[src/rtl/wb_pkg.sv]
// Shared widths, the buffered MCU result entry and the write-source encoding
// used by the write-back port arbiter and its result FIFO.
package wb_pkg;

  localparam int DATA_W   = 22;
  localparam int REG_W    = 4;
  localparam int NUM_REGS = 2 ** REG_W;

  typedef struct packed {
    logic [REG_W-1:0]  rd;
    logic [DATA_W-1:0] data;
  } wb_entry_t;

  // Which source owns the register-file write port this cycle.
  typedef enum logic [1:0] {
    SRC_NONE   = 2'd0,
    SRC_PIPE   = 2'd1,
    SRC_FIFO   = 2'd2,
    SRC_BYPASS = 2'd3
  } wb_src_t;

endpackage

[src/rtl/wb_result_fifo.sv]
// Small circular buffer of MCU results; the occupancy count tells full from
// empty, pointers wrap modulo DEPTH (power of two).
module wb_result_fifo
  import wb_pkg::*;
#(
  parameter int DEPTH = 4
) (
  input  logic      clk,
  input  logic      rst_n,
  input  logic      push,
  input  wb_entry_t push_entry,
  input  logic      pop,
  output wb_entry_t head,
  output logic      full,
  output logic      empty
);

  localparam int PTR_W = $clog2(DEPTH);
  localparam int CNT_W = $clog2(DEPTH + 1);
  localparam logic [CNT_W-1:0] FULL_CNT = CNT_W'(DEPTH);

  wb_entry_t        mem [DEPTH];
  logic [PTR_W-1:0] wr_ptr;
  logic [PTR_W-1:0] rd_ptr;
  logic [CNT_W-1:0] count;
  logic             do_push;
  logic             do_pop;

  assign full    = (count == FULL_CNT);
  assign empty   = (count == '0);
  assign do_push = push && !full;
  assign do_pop  = pop && !empty;
  assign head    = mem[rd_ptr];

  always_ff @(posedge clk) begin
    if (do_push) begin
      mem[wr_ptr] <= push_entry;
    end
  end

  always_ff @(posedge clk or negedge rst_n) begin
    if (!rst_n) begin
      wr_ptr <= '0;
      rd_ptr <= '0;
      count  <= '0;
    end else begin
      if (do_push) begin
        wr_ptr <= wr_ptr + 1'b1;
      end
      if (do_pop) begin
        rd_ptr <= rd_ptr + 1'b1;
      end
      case ({do_push, do_pop})
        2'b10:   count <= count + 1'b1;
        2'b01:   count <= count - 1'b1;
        default: count <= count;
      endcase
    end
  end

endmodule

[src/rtl/wb_port_arbiter.sv]
// Shares the register-file write port between the WB stage and buffered MCU
// results. Optional same-cycle MCU bypass when WB_BYPASS_EN is defined.
module wb_port_arbiter
  import wb_pkg::*;
#(
  parameter int FIFO_DEPTH = 4,
  parameter int STARVE_MAX = 8
) (
  input  logic                clk,
  input  logic                rst_n,
  input  logic                pipe_valid_in,
  input  logic [REG_W-1:0]    pipe_reg_in,
  input  logic [DATA_W-1:0]   pipe_data_in,
  input  logic                mc_valid_in,
  input  logic [REG_W-1:0]    mc_reg_in,
  input  logic [DATA_W-1:0]   mc_data_in,
  output logic                mc_ready_out,
  output logic                stall_out,
  output logic                rf_we_out,
  output logic [REG_W-1:0]    rf_wa_out,
  output logic [DATA_W-1:0]   rf_wd_out,
  output logic [NUM_REGS-1:0] pending_regs_out
);

  // MCU handshake: a result transfers on a cycle where mc_valid_in and
  // mc_ready_out are both high; the MCU holds reg/data stable until then.
  // mc_ready_out is built only from registered full/pending state.

  localparam int SC_W = $clog2(STARVE_MAX + 1);
  localparam logic [SC_W-1:0] STARVE_LIM = SC_W'(STARVE_MAX);

  wb_entry_t             head;
  wb_entry_t             push_entry;
  logic                  fifo_full;
  logic                  fifo_empty;
  logic                  push;
  logic                  pop;
  logic                  ready;
  logic                  force_fifo;
  logic                  stall;
  wb_src_t               src;
  logic [NUM_REGS-1:0]   pending;
  logic [NUM_REGS-1:0]   pending_nxt;
  logic [SC_W-1:0]       starve_cnt;
  logic                  we;
  logic [REG_W-1:0]      wa;
  logic [DATA_W-1:0]     wd;

  assign push_entry = '{rd: mc_reg_in, data: mc_data_in};

  wb_result_fifo #(
    .DEPTH (FIFO_DEPTH)
  ) u_fifo (
    .clk        (clk),
    .rst_n      (rst_n),
    .push       (push),
    .push_entry (push_entry),
    .pop        (pop),
    .head       (head),
    .full       (fifo_full),
    .empty      (fifo_empty)
  );

  assign ready = !fifo_full && !pending[mc_reg_in];

  // A WB write to a register the MCU still owes must wait for the older
  // MCU result, otherwise the stale value would land last.
  assign force_fifo = !fifo_empty &&
                      ((starve_cnt == STARVE_LIM) ||
                       (pipe_valid_in && pending[pipe_reg_in]));

  always_comb begin
    src   = SRC_NONE;
    stall = 1'b0;
    if (force_fifo) begin
      src   = SRC_FIFO;
      stall = pipe_valid_in;
    end else if (pipe_valid_in) begin
      src = SRC_PIPE;
    end else if (!fifo_empty) begin
      src = SRC_FIFO;
    end
`ifdef WB_BYPASS_EN
    else if (mc_valid_in && !pending[mc_reg_in]) begin
      src = SRC_BYPASS;
    end
`endif
  end

  assign pop  = (src == SRC_FIFO);
  assign push = mc_valid_in && ready && (src != SRC_BYPASS);

  always_comb begin
    we = (src != SRC_NONE);
    wa = pipe_reg_in;
    wd = pipe_data_in;
    case (src)
      SRC_FIFO: begin
        wa = head.rd;
        wd = head.data;
      end
      SRC_BYPASS: begin
        wa = mc_reg_in;
        wd = mc_data_in;
      end
      default: begin
        wa = pipe_reg_in;
        wd = pipe_data_in;
      end
    endcase
  end

  // Clear before set: a same-cycle pop and push never target one register.
  always_comb begin
    pending_nxt = pending;
    if (pop) begin
      pending_nxt[head.rd] = 1'b0;
    end
    if (push) begin
      pending_nxt[mc_reg_in] = 1'b1;
    end
  end

  always_ff @(posedge clk or negedge rst_n) begin
    if (!rst_n) begin
      pending    <= '0;
      starve_cnt <= '0;
    end else begin
      pending <= pending_nxt;
      if (fifo_empty || pop) begin
        starve_cnt <= '0;
      end else if (starve_cnt != STARVE_LIM) begin
        starve_cnt <= starve_cnt + 1'b1;
      end
    end
  end

  // Outputs read as zero for the whole time reset is held.
  assign mc_ready_out     = rst_n && ready;
  assign stall_out        = rst_n && stall;
  assign rf_we_out        = rst_n && we;
  assign rf_wa_out        = rst_n ? wa : '0;
  assign rf_wd_out        = rst_n ? wd : '0;
  assign pending_regs_out = rst_n ? pending : '0;

endmodule

[config.mk]
export PLATFORM = sky130hd
export DESIGN_NAME = wb_port_arbiter
export DESIGN_NICKNAME = d
export VERILOG_FILES = /design/src/rtl/wb_pkg.sv /design/src/rtl/wb_result_fifo.sv /design/src/rtl/wb_port_arbiter.sv
export SDC_FILE = /design/constraint.sdc
export NUM_CORES = 1
export LEC_CHECK = 0
export BUFFER_PORTS_ARGS = -buffer_cell sky130_fd_sc_hd__buf_2
export CORE_UTILIZATION = 55
export CTS_CLUSTER_SIZE = 28
export DETAILED_ROUTE_END_ITERATION = 10
export PLACE_DENSITY_LB_ADDON = 0.08
export SETUP_SLACK_MARGIN = 0.05
export SLEW_MARGIN = 10
export SYNTH_ARGS = -nofsm -noshare
export SYNTH_HDL_FRONTEND = slang
export SYNTH_SLANG_ARGS = --single-unit
[constraint.sdc]
create_clock -name clk -period 4.2 [get_ports clk]
set_input_delay 0.42 -clock clk [delete_from_list [all_inputs] [get_ports clk]]
set_output_delay 0.42 -clock clk [all_outputs]
set_load 0.1 [all_outputs]
; ---- After elaboration in Yosys (flattened, before gate mapping)
; Memory sizes are Yosys's and may differ from the RTL's.
; Index checks and enable logic that the tools add are counted.
[word_totals]
regBits = 27
ram_bits = 104
mem_count = 1
elab_cells = 72
[op_classes]
magnitude_cmp = 5
n_eq_ne = 8
add_sub_neg = 5
bitwise_logic = 3
n_reduce_logical = 21
n_mux = 24
[mem_list]
columns = memory, words, word_bits, read_ports, rd_clocked_by_memory_dff, wr, line_no
row1 = u_fifo.mem, 4, 26, 1, 0, 1, wb_result_fifo.sv:22  ; wb_entry_t mem [DEPTH];
[ops]
columns = operator, n
row1 = 16-bit 2-to-1 mux, 3
row2 = 22-bit case mux with 2 select lines, 1
row3 = 22-bit 2-to-1 mux, 1
row4 = 16-bit AND, 1
row5 = 16-bit NOT, 1
row6 = 16-bit OR, 1
row7 = 4-bit by 5-bit less-than comparator with 1-bit output (second input constant), 3
row8 = 1-bit logical AND, 12
row9 = 4-bit 2-to-1 mux, 3
row10 = 1-bit binary-select mux with 4-bit select, 2
row11 = 1-bit demux with 4-bit select, 2
row12 = 4-bit by 1-bit >= comparator with 1-bit output (second input constant), 2
row13 = 4-bit case mux with 2 select lines, 1
row14 = 1-bit 2-to-1 mux, 7
row15 = 2-bit == test (second input constant), 3
row16 = 2-bit 2-to-1 mux, 3
row17 = 3-bit case mux with 2 select lines, 1
row18 = 2-bit nonzero test, 3
row19 = 2-bit by 1-bit adder with 2-bit output (second input constant), 2
row20 = 4-bit by 1-bit adder with 4-bit output (second input constant), 1
row21 = 4-bit == test (second input constant), 1
row22 = 4-bit != test (second input constant), 1
row23 = 3-bit by 1-bit adder with 3-bit output (second input constant), 1
row24 = 3-bit == test (second input constant), 1
row25 = 6 further kinds, 9

; ---- Depth between registers and ports, before layout
[logic_depth]
word_depth = 11
mapped_depth = 13

; ---- Hierarchy
; A second synthesis with hierarchy kept.
[unflattened]
hier_cells = 418
area_unflattened_um2 = 6217.2
[by_module_without_submodules]
columns = module, cells_per_inst, n_inst, area_per_inst_um2, seq_area_each_um2
row1 = wb_result_fifo, 173, 1, 4226.6, 3298.2
row2 = wb_port_arbiter, 245, 1, 1990.7, 500.5

; ---- Worst setup path after synthesis
; Ideal clock, no wire load.
[synth_timing]
path_kind = input to output
startpoint = in pipe_reg_in[0]
endpoint = out rf_wa_out[0]
required_time_ps = 3780
path_stages = 6
t_arrival_ps = 3887
setup_slack_ps = -107
n_path_buf = 1
path_cell_list = buf_6 mux2_4 mux4_2 o22ai_4 nor2_4 o21ai_0
[synth_via]
elab_chain_cells = 9
[synth_lines]
columns = item, line_no
row1 = from (decl), wb_port_arbiter.sv:12  ; input logic [REG_W-1:0] pipe_reg_in,
row2 = 1-bit binary-select mux with 4-bit select, wb_port_arbiter.sv:70  ; (pipe_valid_in && pending[pipe_reg_in]));
row3 = 1-bit 2-to-1 mux (implied by the code), wb_port_arbiter.sv:70
row4 = 1-bit logical AND, wb_port_arbiter.sv:70
row5 = 1-bit logical OR, wb_port_arbiter.sv:69  ; ((starve_cnt == STARVE_LIM) ||
row6 = 1-bit logical AND, wb_port_arbiter.sv:68  ; assign force_fifo = !fifo_empty &&
row7 = 2-bit 2-to-1 mux, wb_port_arbiter.sv:75  ; if (force_fifo) begin
row8 = 2-bit == test, wb_port_arbiter.sv:97  ; case (src)
row9 = 4-bit case mux with 2 select lines *, wb_port_arbiter.sv:97
row10 = 4-bit 2-to-1 mux *, wb_port_arbiter.sv:142  ; assign rf_wa_out = rst_n ? wa : '0;
row11 = to (decl), wb_port_arbiter.sv:20  ; output logic [REG_W-1:0] rf_wa_out,
; Every way passes the cells marked *; elsewhere a longest branch is shown, timed or not. The select of a mux whose other input is x is not followed.

; ---- Final worst setup path
[layout_timing]
startpoint = reg starve_cnt[0]
endpoint = out rf_wd_out[21]
[layout_via]
elab_chain_cells = 7
[layout_lines]
columns = item, line_no
row1 = from (decl), wb_port_arbiter.sv:44  ; logic [SC_W-1:0] starve_cnt;
row2 = from (signal assigned), wb_port_arbiter.sv:133  ; starve_cnt <= starve_cnt + 1'b1;
row3 = 4-bit == test *, wb_port_arbiter.sv:69
row4 = 1-bit logical OR *, wb_port_arbiter.sv:69
row5 = 1-bit logical AND *, wb_port_arbiter.sv:68
row6 = 2-bit 2-to-1 mux *, wb_port_arbiter.sv:75
row7 = 2-bit == test, wb_port_arbiter.sv:97
row8 = 22-bit case mux with 2 select lines *, wb_port_arbiter.sv:97
row9 = 22-bit 2-to-1 mux *, wb_port_arbiter.sv:143  ; assign rf_wd_out = rst_n ? wd : '0;
row10 = to (decl), wb_port_arbiter.sv:21  ; output logic [DATA_W-1:0] rf_wd_out,
; Every way passes the cells marked *; elsewhere a longest branch is shown, timed or not.

==> impl_results.md <==
- Fmax: around 0.27 GHz
- Hold Buf Count CTS: 0
- Pwr/cell area: just over 800 mW/mm2
- Clock Tree Buf Depth: 2
- Die Y: 109 um
- Final Total Pwr: 6.23 mW
- Clock slew at reported path FFs: around 0.060 ns
- Status: completed
- Number of max-cap violations: 0
- CP required: roughly 3.8 ns
- Multi-input logic area: around 0.0023 mm2
- Post-synth top area cell: edfxtp_1
- DRT iter0 DRCs: approximately 270
- Sequential-to-total area share from yosys stat: 60.8%
- Wire per inst: just over 20 um
- Mapped Cells: about 430
- Final worst setup slack: just under 0.5 ns
- Resized Gates After CTS: 0
- Hold WC Path Type: primary input to asynchronous set/reset pin
- Vias per inst: between 6 and 7
- Skew-Pair Late Insertion Delay: 0.40 ns
- GRT Util Overall: ~25%
- Max VDD drop: approximately 0.67 mV
- Root Buffer: clkbuf_16
- Post-Syn Nets: 490
- Post-layout min period: between 3 and 4 ns
- Initial antenna violation count: 1
- DRC Markers: 0
- Startpoint types: flop
- Most common cell after layout, fill and taps aside: edfxtp_1
- Number of buffers created by CTS: 17
- Worst hold margin: ~0.18 ns
- Largest cells by area after synthesis: edfxtp_1 (50%), mux4_2 (11%), dfrtp_1 (11%)
- TritonCTS clock tree: built
- Rel. slew slack: ~17%
- Register-to-register setup slack: 1.03 ns
- Die Area: 0.0118 mm2
- Leakage power total: around 2.9 nW
- CP Max Fanout: 30
- Grt ovf: 0
- Post-synth EDFFs: 104
- FF+latch count, synth: approximately 130
- CP arrival: 3.29 ns
- RSZ-0062 raised after global routing: no
- Most frequent cells in the layout: edfxtp_1 (104), buf_2 (99), nand2_1 (33), nand4_1 (33), mux4_2 (31)
- Final Max Tran Viols: 0
- FFs w/ async S/R, synth: about a fifth
- Slew @ Worst Pin: 1.24 ns
- DR pass1 iterations: 4
- Placer Congestion: a little over 0.8
- Clk_skew: roughly 0.0084 ns
- Vias in the first global route: approximately 4000
- Storage element area: ~0.0038 mm2
- Post-DP HPWL: 8880 um
- Cell area after layout: 0.00749 mm2
- Die width: 109 um
- Layout cells sized above 1: ~38%
- Largest net degree at the start of global routing: around 100
- Place WS: slightly below 0.7 ns
- Post-Route WL: between 10000 and 15000 um
- Yosys cell types: 50
- Placement Cell Area: roughly 0.007 mm2
- Avg Cell Area, Syn: ~15 um2
- Clock Sinks: approximately 130
- Crit end category: output port
- Post-Syn Area: between 0.006 and 0.007 mm2
- Setup violations, final: 0
- Area grow syn2layout: 19.9%
- Main flop type after synthesis: edfxtp_1
- # diodes: 0
- Critical path class: flop to output port
- Io pins: 101
- Final hold violation count: 0
- Initial core utilization: 57.2%
- Core area: 0.0109 mm2
- Rows: 38
- TNS Setup: 0 ns
- Fillcell total: 784
- Period utilization: between 80 and 90%
- Vias: 4067
- Yosys top cell area share: around half
- Synth warn: 0
- Post-route ant nets: 0
- Nets@finish: between 500 and 600
- Count of input and output buffers: 100
- Setup Buffers After CTS: 0
- First-pass GRT wire length: roughly 22000 um
- H-Tree Level Count: 4
final cells by class:
class | count | area share [%]
inverters | 7 | 0.351
clock buffers | 21 | 6.01
multi-input cells | 258 | 30.2
flip-flops and latches | 131 | 50.7
repair buffers | 109 | 8.28
clock inverters | 11 | 2.12
well taps | 140 | 2.34
critical path, cell delays in order, from the launching register on:
cell and delay (ns):
dfrtp_1 0.40, inv_1 0.07, ha_1 0.14, nand3b_1 0.17, nand3b_1 0.22, o22a_1 0.99, nand4_1 0.30, o21ai_0 0.15
buf_2 0.45
report_power, final:
group / total, mW / switching (mW) / internal, mW
clock network: 1.51 / 0.510 / 1.00
logic: 2.78 / 1.97 / 0.805
registers: 1.94 / 0.265 / 1.68
total: 6.23 / 2.75 / 3.48
routing by layer:
metal | global-route usage (%) | vias to the layer above | share of wire [%]
li1 | - | 1868 | -
met1 | 33.6 | 2031 | 44
met2 | 40.4 | 150 | 50
met3 | 5.32 | 18 | 5.3
met4 | 9.75 | 0 | 1.5
met5 | 0 | - | 0
sequential cells by signal, summed over array words and instances, names as in the netlist:
signal and count:
pending 16, u_fifo.mem 104, u_fifo.rd_ptr 2, u_fifo.count 3
starve_cnt 4, u_fifo.wr_ptr 2
worst paths after layout:
path / end / start / depth (start not counted)
worst max register to register: u_fifo.count[2] / starve_cnt[0] / 12
min in group clk: u_fifo.mem[2][14] / mc_data_in[14] / 1
max in group asynchronous: u_fifo.rd_ptr[0] / rst_n / 1
worst min register to register: starve_cnt[0] / starve_cnt[0] / 1
worst min-delay path: pending[7] / rst_n / 1
worst max-delay path: rf_wd_out[21] / starve_cnt[0] / 8
synthesized netlist by cell type, types with 5 or more instances:
| master | n |
|---|---|
| o21ai_2 | 19 |
| edfxtp_1 | 104 |
| nand3_1 | 11 |
| buf_1 | 5 |
| mux2_2 | 7 |
| and2_1 | 18 |
| nand4_1 | 33 |
| nor2b_1 | 10 |
| xor2_1 | 5 |
| o21ai_0 | 19 |
| clkbuf_1 | 14 |
| inv_1 | 7 |
| ha_1 | 7 |
| a22o_1 | 8 |
| mux4_2 | 31 |
| dfrtp_1 | 27 |
| mux2i_1 | 6 |
| nand2_1 | 33 |
| nor2_1 | 12 |
| buf_6 | 6 |
through the flow:
stage | util, % | std cells
after detailed placement | 63.0 | 645
after global placement | 63.0 | 645
final | 68.5 | 677
after global routing | 68.5 | 677
after floorplan | - | 426
after CTS | 68.5 | 677
logic make-up (layout without fill, tap and decap cells):
kind of cell,Yosys count,count (layout),synth area share (%)
AO/OA/AOI/OAI,63,63,7.60
XOR/XNOR,8,8,1.12
adder cells (fa/ha/maj),8,8,1.72
buffers and inverters,37,148,3.20
flip-flops,131,131,60.8
multiplexers,49,49,14.3
AND/OR/NAND/NOR,130,130,11.2
(Power assumes the default switching activity.)
